### config.mk
export PLATFORM = sky130hd
export DESIGN_NAME = adc_seq_ctrl
export DESIGN_NICKNAME = d
export VERILOG_FILES = /design/src/rtl/adc_seq_ctrl.sv
export SDC_FILE = /design/constraint.sdc
export NUM_CORES = 1
export LEC_CHECK = 0
export ABC_CLOCK_PERIOD_IN_PS = 3000
export CORE_ASPECT_RATIO = 0.7
export CORE_MARGIN = 1.5
export CORE_UTILIZATION = 49
export CTS_CLUSTER_SIZE = 30
export DETAILED_ROUTE_END_ITERATION = 16
export PLACE_DENSITY = 0.89
export SLEW_MARGIN = 20
export SYNTH_ARGS = -nofsm -noshare
export SYNTH_HDL_FRONTEND = slang
export SYNTH_SLANG_ARGS = --single-unit
### constraint.sdc
create_clock -name i_clk -period 3 [get_ports i_clk]
set_input_delay 0.9 -clock i_clk [delete_from_list [all_inputs] [get_ports i_clk]]
set_output_delay 0.9 -clock i_clk [all_outputs]
set_load 0.01 [all_outputs]
### src/rtl/adc_seq_ctrl.sv
// adc_seq_ctrl
//   Drives a 16-bit parallel-output ADC through its conversion sequence:
//   1. pulse CONVST low,
//   2. wait for EOC,
//   3. strobe CS/RD low and capture DB,
//   4. present the word with a one-cycle valid.
//   Conversions start on a single-shot request, or periodically while
//   continuous sampling is enabled.
//
// Ports
//   i_clk            system clock
//   i_rst            synchronous reset, active-high
//   i_enable         continuous sampling enable
//   i_start          single-shot request pulse, accepted only in IDLE
//   i_sample_period  cycles between CONVST falling edges in continuous mode
//   i_eoc_n          ADC end-of-conversion, active-low, asynchronous
//   i_db             ADC data bus
//   o_convst_n       conversion start strobe, active-low
//   o_cs_n           chip select, active-low
//   o_rd_n           read strobe, active-low
//   o_wr_n           write strobe, held high
//   o_shdn           ADC shutdown, high only while in reset
//   o_sample         last captured word
//   o_sample_valid   one-cycle pulse per captured word
//   o_timeout_err    sticky EOC timeout flag
//   o_busy           high whenever a sequence is in progress
module adc_seq_ctrl #(
    parameter int CONV_LOW    = 4,
    parameter int RD_LOW      = 3,
    parameter int EOC_TIMEOUT = 1000,
    parameter int PERIOD_W    = 16
) (
    input  logic                i_clk,
    input  logic                i_rst,
    input  logic                i_enable,
    input  logic                i_start,
    input  logic [PERIOD_W-1:0] i_sample_period,
    input  logic                i_eoc_n,
    input  logic [15:0]         i_db,
    output logic                o_convst_n,
    output logic                o_cs_n,
    output logic                o_rd_n,
    output logic                o_wr_n,
    output logic                o_shdn,
    output logic [15:0]         o_sample,
    output logic                o_sample_valid,
    output logic                o_timeout_err,
    output logic                o_busy
);

    // The phase counter times CONV, READ and the EOC timeout, so it is sized
    // for the longest of the three.
    localparam int CNT_MAX = (EOC_TIMEOUT > CONV_LOW)
                           ? ((EOC_TIMEOUT > RD_LOW) ? EOC_TIMEOUT : RD_LOW)
                           : ((CONV_LOW > RD_LOW) ? CONV_LOW : RD_LOW);
    localparam int CNT_W = $clog2(CNT_MAX + 1);

    localparam logic [CNT_W-1:0] CONV_LAST = CNT_W'(CONV_LOW - 1);
    localparam logic [CNT_W-1:0] RD_LAST   = CNT_W'(RD_LOW - 1);
    localparam logic [CNT_W-1:0] TO_LAST   = CNT_W'(EOC_TIMEOUT - 1);

    typedef enum logic [2:0] {
        S_IDLE,
        S_CONV,
        S_WAIT_EOC,
        S_READ,
        S_DONE
    } state_t;

    state_t                r_state;
    state_t                w_state_next;
    logic [CNT_W-1:0]      r_phase_cnt;
    logic [PERIOD_W-1:0]   r_period_cnt;
    logic                  r_eoc_s1;
    logic                  r_eoc_s2;
    logic                  r_eoc_s3;
    logic                  r_shdn;
    logic [15:0]           r_sample;
    logic                  r_timeout_err;
    logic                  w_eoc_fall;
    logic                  w_trigger;
    logic                  w_launch;
    logic                  w_accept_start;
    logic                  w_timeout;
    logic                  w_rd_strobe_n;

    // eoc_n is asynchronous to clk, so it passes through two flops first.
    // The third flop only remembers the previous synchronized level, which
    // lets us detect the falling edge.
    always_ff @(posedge i_clk) begin
        if (i_rst) begin
            r_eoc_s1 <= 1'b1;
            r_eoc_s2 <= 1'b1;
            r_eoc_s3 <= 1'b1;
        end else begin
            r_eoc_s1 <= i_eoc_n;
            r_eoc_s2 <= r_eoc_s1;
            r_eoc_s3 <= r_eoc_s2;
        end
    end

    assign w_eoc_fall     = r_eoc_s3 & ~r_eoc_s2;
    // A start pulse and an expired period together still launch only one conversion.
    assign w_trigger      = i_start | (i_enable & (r_period_cnt == '0));
    assign w_launch       = (r_state == S_IDLE) & w_trigger;
    assign w_accept_start = (r_state == S_IDLE) & i_start;
    assign w_timeout      = (r_state == S_WAIT_EOC) & ~w_eoc_fall & (r_phase_cnt == TO_LAST);

    // State register
    always_ff @(posedge i_clk) begin
        // NOTE: sequential state uses non-blocking assignments so every flop samples pre-edge values.
        if (i_rst) begin
            r_state <= S_IDLE;
        end else begin
            r_state <= w_state_next;
        end
    end

    // Next-state logic
    always_comb begin
        w_state_next = r_state;
        case (r_state)
            S_IDLE:     if (w_trigger) w_state_next = S_CONV;
            S_CONV:     if (r_phase_cnt == CONV_LAST) w_state_next = S_WAIT_EOC;
            S_WAIT_EOC: begin
                // An EOC edge that arrives on the final timeout cycle still wins.
                if (w_eoc_fall) begin
                    w_state_next = S_READ;
                end else if (r_phase_cnt == TO_LAST) begin
                    w_state_next = S_IDLE;
                end
            end
            S_READ:     if (r_phase_cnt == RD_LAST) w_state_next = S_DONE;
            S_DONE:     w_state_next = S_IDLE;
            default:    w_state_next = S_IDLE;
        endcase
    end

    // Output logic: the strobes are pure functions of the state.
    // Because of that, CONVST and CS can never be low together.
    always_comb begin
        // NOTE: every output gets a default first, so no path through the case infers a latch.
        o_convst_n     = 1'b1;
        w_rd_strobe_n  = 1'b1;
        o_sample_valid = 1'b0;
        o_busy         = 1'b1;
        case (r_state)
            S_IDLE:  o_busy         = 1'b0;
            S_CONV:  o_convst_n     = 1'b0;
            S_READ:  w_rd_strobe_n  = 1'b0;
            S_DONE:  o_sample_valid = 1'b1;
            default: ;
        endcase
    end

    // Cycles spent in the current state; the counter restarts on every state change.
    always_ff @(posedge i_clk) begin
        if (i_rst) begin
            r_phase_cnt <= '0;
        end else if ((w_state_next != r_state) || (r_state == S_IDLE)) begin
            r_phase_cnt <= '0;
        end else begin
            r_phase_cnt <= r_phase_cnt + CNT_W'(1);
        end
    end

    // The period counter starts running at CONV entry and saturates at zero.
    // A programmed period of 0 behaves like 1, giving back-to-back sequences.
    // A sequence longer than the period simply stretches the effective period.
    always_ff @(posedge i_clk) begin
        if (i_rst) begin
            r_period_cnt <= '0;
        end else if (w_launch) begin
            r_period_cnt <= (i_sample_period == '0) ? '0 : i_sample_period - PERIOD_W'(1);
        end else if (r_period_cnt != '0) begin
            r_period_cnt <= r_period_cnt - PERIOD_W'(1);
        end
    end

    always_ff @(posedge i_clk) begin
        if (i_rst) begin
            r_sample      <= '0;
            r_timeout_err <= 1'b0;
            r_shdn        <= 1'b1;
        end else begin
            r_shdn <= 1'b0;
            // DB is captured on the last cycle of the read strobe.
            if ((r_state == S_READ) && (r_phase_cnt == RD_LAST)) begin
                r_sample <= i_db;
            end
            if (w_timeout) begin
                r_timeout_err <= 1'b1;
            end else if (w_accept_start) begin
                r_timeout_err <= 1'b0;
            end
        end
    end

    assign o_cs_n        = w_rd_strobe_n;
    assign o_rd_n        = w_rd_strobe_n;
    assign o_wr_n        = 1'b1;
    assign o_shdn        = r_shdn;
    assign o_sample      = r_sample;
    assign o_timeout_err = r_timeout_err;

endmodule

==> impl_summary.txt, run 1 <==
----------------------------------------------------
[Pwr]
  Power after layout ... 1.76 mW
  LEAKAGE ... 1.23 nW
  Clock network fraction of total power ... 27.5%
  Net switching power ... 0.546 mW
  Sw frac ... 31.1%
  Power per cell area ... 530 nW/um2
  P_int ... 1.21 mW
  Sequential cell fraction of total power ... 45.2%
  Peak supply drop ... 340 uV
  Combinational power share ... 27.3%

[Global routing]
  GRT Util Overall ... 22.7%
  Vias in the first global route ... 2049
  Antenna violations before repair ... 0
  Wire length of the first global-routing pass ... 9780 um
  Global-route congestion overflow total ... 0
  Maximum number of pins on one net before global-route repair ... 18

[Clock network]
  Clock-pin slew on the worst setup and hold paths ... 0.09 ns
  Hold buffer count at CTS ... 0
  Number of buffers created by CTS ... 5
  Clock root buffer ... sky130_fd_sc_hd__clkbuf_8
  Maximum buffer depth of the clock tree ... 2
  Clock insertion delay at the later pin of the skew report ... 0.31 ns
  Buffers inserted during post-CTS setup optimization ... 0
  Number of clock sinks ... 50
  # H-tree levels ... 2
  Resized Gates After CTS ... 0
  CTS tree ... done

[Routing]
  Remaining routing DRC violations ... 0
  Average routed wire per standard cell ... 14.6 um
  Total routed wirelength ... 6060 um
  Pre-antenna DRT Iters ... 4
  Count of nets left with antenna violations after detail routing ... 0
  Average vias per placed instance ... 5.52
  Via Count ... 2298
  First DRT Iteration DRCs ... 213

[Die]
  Y dimension of the die ... 63.0 um
  Num ports ... 61
  Core footprint ... 4860 um2
  Total Die Area ... 5590 um2
  Initial Util ... 51.8%
  Site row count ... 21
  Die Wd ... 88.7 um

[Synth]
  Compound-Gate Fraction of Synth Area ... 15.8%
  Synth Area in Adders ... 2.48%
  Basic-gate share of the synthesized area counting and, or, nand and nor cells ... 24.8%
  Number of library cell types mapped by synthesis ... 49
  XOR/XNOR Fraction of Synth Area ... 11.8%
  Share of the synthesized area in the top cell type ... 39.7%
  Post-synthesis instance area ... 2520 um2
  Most used standard cells in the synthesized netlist ... sky130_fd_sc_hd__dfxtp_1 (50), sky130_fd_sc_hd__nor2_1 (28), sky130_fd_sc_hd__xnor2_1 (18)
  Number of synthesized flops with an enable pin ... 0
  Dominant cell by count in the synthesized netlist ... sky130_fd_sc_hd__dfxtp_1
  Number of nets produced by synthesis ... 324
  Proportion of synthesized area in mux cells ... 1.24%
  Main combinational cell family by area after synthesis ... simple AND/OR/NAND/NOR gates
  Seq cells post-synth ... 50
  Sequential fraction of the synthesis area ... 39.7%
  Biggest area consumer among synthesized cells ... sky130_fd_sc_hd__dfxtp_1
  Cell types occupying the most area after synthesis ... sky130_fd_sc_hd__dfxtp_1 (40%), sky130_fd_sc_hd__xnor2_1 (6.3%), sky130_fd_sc_hd__a22o_1 (5.6%)
  Warnings, synthesis ... 0
  Share of synthesized flip-flops with an asynchronous set or reset ... 0%
  Post-synth top flop ... sky130_fd_sc_hd__dfxtp_1
  Avg Inst Size Synth ... 8.93 um2
  Count of mapped cells out of synthesis ... 282

[Timing]
  Minimum clock period ... 2.66 ns
  Worst clock skew ... 0.00993 ns
  Final setup vio count ... 0
  Worst slew margin ... 45.1%
  Slew Viols, Final ... 0
  RSZ-0062 raised after global routing ... false
  Final worst-path cycle share ... 88.5%
  Slew at the pin with the worst max-slew slack ... 0.803 ns
  Final hold violations ... 0
  Aggregate negative setup slack ... 0 ns
  Fin worst setup slack ... 0.345 ns
  Highest clock frequency the design can meet ... 377 MHz

[Worst hold path]
  Worst hold path endpoint ... r_eoc_s2
  Hold path depth ... 1
  Start point of the worst hold path ... r_eoc_s1
  Class of the tightest hold or removal check ... register to register

[Setup path]
  Delay of the slowest critical-path stage ... 0.53 ns
  Slowest cell on the critical path ... sky130_fd_sc_hd__dfxtp_1
  Critical path required time ... 2.10 ns
  Largest driver fanout on the critical path ... 10
  Arrival time worst endpoint ... 1.76 ns
  Critical path launch point type ... register
  FF-to-FF Start ... r_period_cnt[1]
  Kind of end point of the critical path ... output port
  Logic depth of the worst register-to-register path ... 9
  Ordered list of cells on the worst path ... nor3b_1, inv_1, clkdlybuf4s50_1
  Worst setup path category ... register to output port
  Worst r2r dst ... r_period_cnt[3]
  Setup slack of the worst register-to-register path ... 0.71 ns

[Layout]
  Relative area change from synthesis to final layout ... 31.5%
  Fraction of layout instances using a drive strength above 1 ... 8.07%
  Share of the core filled with cells ... 68.2%
  Diodes inserted ... 0
  Final-stage net count ... 388

[Placement]
  Final weighted congestion in routability-driven placement ... 0.938
  Port Buf Inserts ... 59
  Half-perimeter wire length after placement ... 4710 um
  Worst slack, placed ... 0.116 ns

[Job]
  Number of violations of the max-capacitance limit ... 0

[Status]
  Status ... complete, no violations

----------------------------------------------------
-- per-layer routing --
layer / GRT usage, % / up-vias / part of all wire (%) / wire (um)
met3: 5.02 / 9 / 7.5 / 453
met2: 33.2 / 82 / 44 / 2660
met5: 0 / - / 0 / 0
met4: 7.42 / 0 / 1.3 / 78
met1: 32.7 / 1055 / 47 / 2870
li1: - / 1152 / - / -
-- final cells by class --
class / instances / area [um2]
clock inverters: 3 / 43.8
flip-flops and latches: 50 / 1000
inverters: 10 / 37.5
fillers: 386 / 1550
repair buffers: 68 / 658
well taps: 69 / 86.3
clock buffers: 5 / 68.8
multi-input cells: 211 / 1420
-- worst max-delay path, delay by kind of cell (launching register included) --
| kind | cells | cell delay (ns) |
|---|---|---|
| flops | 1 | 0.53 |
| simple gates | 1 | 0.36 |
| buf+inv | 2 | 0.56 |
-- state kept, by name (all words and copies together), names as in the netlist --
name,count
o_sample,16
r_period_cnt,16
r_phase_cnt,10
r_state,3
o_shdn,1
o_timeout_err,1
r_eoc_s1,1
r_eoc_s2,1
r_eoc_s3,1
-- power groups by stage --
| stage | registers (mW) | clock network [mW] | logic (mW) |
|---|---|---|---|
| 3_3_place_gp | 0.801 | 0 | 0.462 |
| 2_1_floorplan | 0.780 | 0 | 0.347 |
| 3_5_place_dp | 0.806 | 0 | 0.471 |
| 4_1_cts | 0.792 | 0.493 | 0.477 |
| 5_1_grt | 0.801 | 0.528 | 0.525 |
| 6_report | 0.795 | 0.483 | 0.480 |
-- stage by stage --
step | hold WS, ns | std cells | instance area, um2
2_1_floorplan | 0.389 | 282 | 2520
3_3_place_gp | 0.391 | 408 | 3200
6_report | 0.419 | 416 | 3310
4_1_cts | 0.422 | 416 | 3310
5_1_grt | 0.443 | 416 | 3310
3_5_place_dp | 0.394 | 408 | 3200
-- cells in the final DEF (no fill, tap or decap), types with 2 or more instances in the layout --
cell                              count
sky130_fd_sc_hd__clkdlybuf4s50_1     59
sky130_fd_sc_hd__o21ai_0              3
sky130_fd_sc_hd__dfxtp_1             50
sky130_fd_sc_hd__nand3_1             12
sky130_fd_sc_hd__and4_1               2
sky130_fd_sc_hd__nand4_1              2
sky130_fd_sc_hd__a2111oi_0            2
sky130_fd_sc_hd__or4_4                2
sky130_fd_sc_hd__nor4_1               7
sky130_fd_sc_hd__a22o_1              16
sky130_fd_sc_hd__and3_1               3
sky130_fd_sc_hd__a31oi_1              3
sky130_fd_sc_hd__or4_1                5
sky130_fd_sc_hd__and2_1               2
sky130_fd_sc_hd__a211oi_1             8
sky130_fd_sc_hd__or2_2                4
sky130_fd_sc_hd__xnor2_1             18
sky130_fd_sc_hd__buf_4                9
sky130_fd_sc_hd__inv_1               10
sky130_fd_sc_hd__nand3b_1             2
sky130_fd_sc_hd__xor2_1              16
sky130_fd_sc_hd__o31ai_1              2
sky130_fd_sc_hd__nor3_1              10
sky130_fd_sc_hd__a21oi_1              8
sky130_fd_sc_hd__mux2i_1              2
sky130_fd_sc_hd__clkbuf_8             5
sky130_fd_sc_hd__nor3b_1              2
sky130_fd_sc_hd__nand2_1             17
sky130_fd_sc_hd__nand2b_1             2
sky130_fd_sc_hd__nand4b_1             2
sky130_fd_sc_hd__nor2_1              28
sky130_fd_sc_hd__nor2b_1              3
sky130_fd_sc_hd__or3_1                4
sky130_fd_sc_hd__ha_1                 5
sky130_fd_sc_hd__o22ai_1              6
-- logic make-up (layout without fill, tap and decap cells) --
kind of cell	after synthesis	after routing
xor+xnor	34	34
buf+inv	21	86
fa+ha+maj	5	5
flops	50	50
mux	3	3
simple gates	114	114
compound gates	54	54
other cells	1	1
-- how the worst max path moves through the flow --
stage / from / to / slack (ns) / depth (start not counted)
4_1_cts: r_state[0] / o_convst_n / 0.36 / 3
3_5_place_dp: i_sample_period[0] / r_period_cnt[9] / 0.12 / 8
3_3_place_gp: i_sample_period[0] / r_period_cnt[6] / 0.24 / 7
5_1_grt: r_state[0] / o_convst_n / 0.23 / 3
6_report: r_state[0] / o_convst_n / 0.34 / 3
2_1_floorplan: i_sample_period[6] / r_period_cnt[11] / 0.63 / 5
No activity file was read; power rests on OpenSTA's default activity.
==> run 2: changes to the inputs <==
Settings changed: ABC_CLOCK_PERIOD_IN_PS 3000 to 2300, CORE_ASPECT_RATIO 0.7 to 1.5, CORE_UTILIZATION 49 to 45, PLACE_DENSITY 0.89 to 0.87.
Clock period 3 ns to 2.3 ns, I/O delays scaled along.
==> run 2 against run 1 <==
  * Via count increased by 8.6%
  * Register-to-register slack got worse by 0.54 ns
  * Sequential power increased by 30%
  * Core utilization decreased by 1.9 points
  * Highest routed layer unchanged
==> impl_summary.txt, run 2 (synthesis results as in run 1) <==
----------------------------------------------------
[Layout]
  Fin area ... 3610 um2 (+9.1%)
  Relative area change from synthesis to final layout ... 43.5%
  Most common cell after layout, fill and taps aside ... sky130_fd_sc_hd__clkdlybuf4s50_1
  Diodes inserted ... 0 (unchanged)
  Fraction of layout instances using a drive strength above 1 ... 18.8% (+11 points)
  Most frequent cells in the layout ... sky130_fd_sc_hd__clkdlybuf4s50_1 (58), sky130_fd_sc_hd__dfxtp_1 (49), sky130_fd_sc_hd__buf_4 (45), sky130_fd_sc_hd__nor2_1 (28), sky130_fd_sc_hd__xnor2_1 (18)
  Final-stage net count ... 424 (+9.3%)

[Routing]
  Pre-antenna DRT Iters ... 4 (unchanged)
  Average routed wire per standard cell ... 14.9 um (+2.4%)
  Count of nets left with antenna violations after detail routing ... 0 (unchanged)
  Total routed wirelength ... 6760 um (+11%)
  Via Count ... 2495 (+8.6%)
  First DRT Iteration DRCs ... 143 (-33%)
  Average vias per placed instance ... 5.51 (-0.30%)
  Remaining routing DRC violations ... 0 (unchanged)

[Placement]
  Port Buf Inserts ... 59 (unchanged)
  Half-perimeter wire length after placement ... 5150 um (+9.3%)
  Post-detailed-placement cell area ... 3450 um2 (+7.8%)
  Final weighted congestion in routability-driven placement ... 0.916 (-2.3%)

[Setup path]
  Worst Path Buf+Inv ... 3 (+1)
  Ordered list of cells on the worst path ... buf_4, nor3_2, inv_1, clkdlybuf4s50_1
  Slowest cell on the critical path ... sky130_fd_sc_hd__clkdlybuf4s50_1
  Arrival time worst endpoint ... 1.54 ns (-0.22 ns)
  Kind of cell adding the most delay to the critical path ... buffers and inverters
  Delay of the slowest critical-path stage ... 0.49 ns (-0.04 ns)
  Kind of end point of the critical path ... output port
  Critical path required time ... 1.61 ns (-0.49 ns)
  Worst setup path category ... register to output port
  Largest driver fanout on the critical path ... 9 (-1)
  Critical path launch point type ... register

[Clock network]
  Clock insertion delay at the later pin of the skew report ... 0.31 ns (about the same)
  CTS tree ... done
  Clock root buffer ... sky130_fd_sc_hd__clkbuf_8
  Number of buffers created by CTS ... 5 (unchanged)
  Number of clock sinks ... 50 (unchanged)
  Clock-pin slew on the worst setup and hold paths ... 0.09 ns (about the same)
  # H-tree levels ... 2 (unchanged)
  Maximum buffer depth of the clock tree ... 2 (unchanged)

[Global routing]
  Global-route congestion overflow total ... 0 (unchanged)
  Vias in the first global route ... 2526 (+23%)
  Antenna violations before repair ... 0 (unchanged)
  Maximum number of pins on one net before global-route repair ... 18 (unchanged)
  GRT Util Overall ... 23.5% (+0.79 points)
  Wire length of the first global-routing pass ... 11200 um (+15%)

[Timing]
  Final setup vio count ... 0 (unchanged)
  Aggregate negative setup slack ... 0 ns (unchanged)
  RSZ-0062 raised after global routing ... false
  Slew at the pin with the worst max-slew slack ... 0.614 ns (-0.189 ns)
  Worst slew margin ... 58.7% (+14 points)
  Minimum clock period ... 2.23 ns
  Worst clock skew ... 0.00380 ns (-0.00613 ns)
  Worst hold slack after final layout ... 0.423 ns (+0.00458 ns)
  Final hold violations ... 0 (unchanged)
  Final worst-path cycle share ... 97.0%
  Highest clock frequency the design can meet ... 448 MHz
  Slew Viols, Final ... 0 (unchanged)

[Die]
  Y dimension of the die ... 94.6 um (+50%)
  Site row count ... 33 (+57%)
  Die Wd ... 64.1 um (-28%)
  Initial Util ... 46.2% (-5.6 points)
  Num ports ... 61 (unchanged)
  Core footprint ... 5450 um2 (+12%)
  Total Die Area ... 6060 um2 (+8.6%)

[Pwr]
  Power per cell area ... 653 nW/um2 (+23%)
  Peak supply drop ... 328 uV (-3.5%)
  LEAKAGE ... 1.43 nW (+16%)

[Job]
  Number of violations of the max-capacitance limit ... 0 (unchanged)

[Worst hold path]
  Class of the tightest hold or removal check ... register to register

[Status]
  Status ... complete, no violations

----------------------------------------------------
run 2: cell count changes in the layout (fill, tap and decap cells not counted), sizes merged:
cell / delta
buf: +36
clkdlybuf4s50: -1
dlymetal6s2s: +1
run 2: power by group:
group          internal (mW)  switching [mW]  total, mW
sequential             0.941          0.0898       1.03
clock                  0.326           0.305      0.631
combinational          0.364           0.336      0.700
total                   1.63           0.730       2.36
run 2: metal layers:
metal	global-route usage, %	wire, um	share of wire [%]	vias to the layer above
met5	0	0	0	-
li1	-	-	-	1220
met4	12.0	297	4.4	0
met1	24.0	2610	39	1168
met2	44.7	3580	53	80
met3	4.05	269	4.0	27
run 2: per-stage QoR:
step,utilization (%),cells,setup slack [ns],power (mW)
4_1_cts,65.8,453,0.0265,2.36
3_3_place_gp,63.3,442,-0.191,1.68
5_1_grt,66.3,453,0.00190,2.48
6_report,66.3,453,0.0701,2.36
3_5_place_dp,63.3,442,-0.251,1.71
2_1_floorplan,-,282,0.140,1.47
run 2: layout make-up:
cell class	count	area [um2]
sequential	50	1000
clock inverter	3	43.8
multi-input combinational	211	1440
fill	429	1840
tap	70	87.6
timing repair buffer	104	931
clock buffer	5	68.8
inverter	10	37.5
run 2: path summary, 6_finish.rpt:
kind	startpoint	to	slack, ns	depth (start not counted)
max	r_state[0]	o_busy	0.07	4
min	r_eoc_s1	r_eoc_s2	0.42	1
max reg2reg	r_period_cnt[2]	r_period_cnt[6]	0.17	6
min reg2reg	r_eoc_s1	r_eoc_s2	0.42	1
run 2: worst reg2reg max path, delay by kind of cell, from the launching register on:
family                 cells  cell delay [ns]
and+or+nand+nor            4             1.40
DFF                        1             0.37
AOI/OAI and AO/OA          1             0.13
buffers and inverters      1             0.18
run 2: repair_timing:
item,4_1_cts,5_1_grt
setup endpoints to repair,1,24
hold buffers,0,0
pin swaps,0,2
buffers inserted,3,0
gates resized for setup,0,10
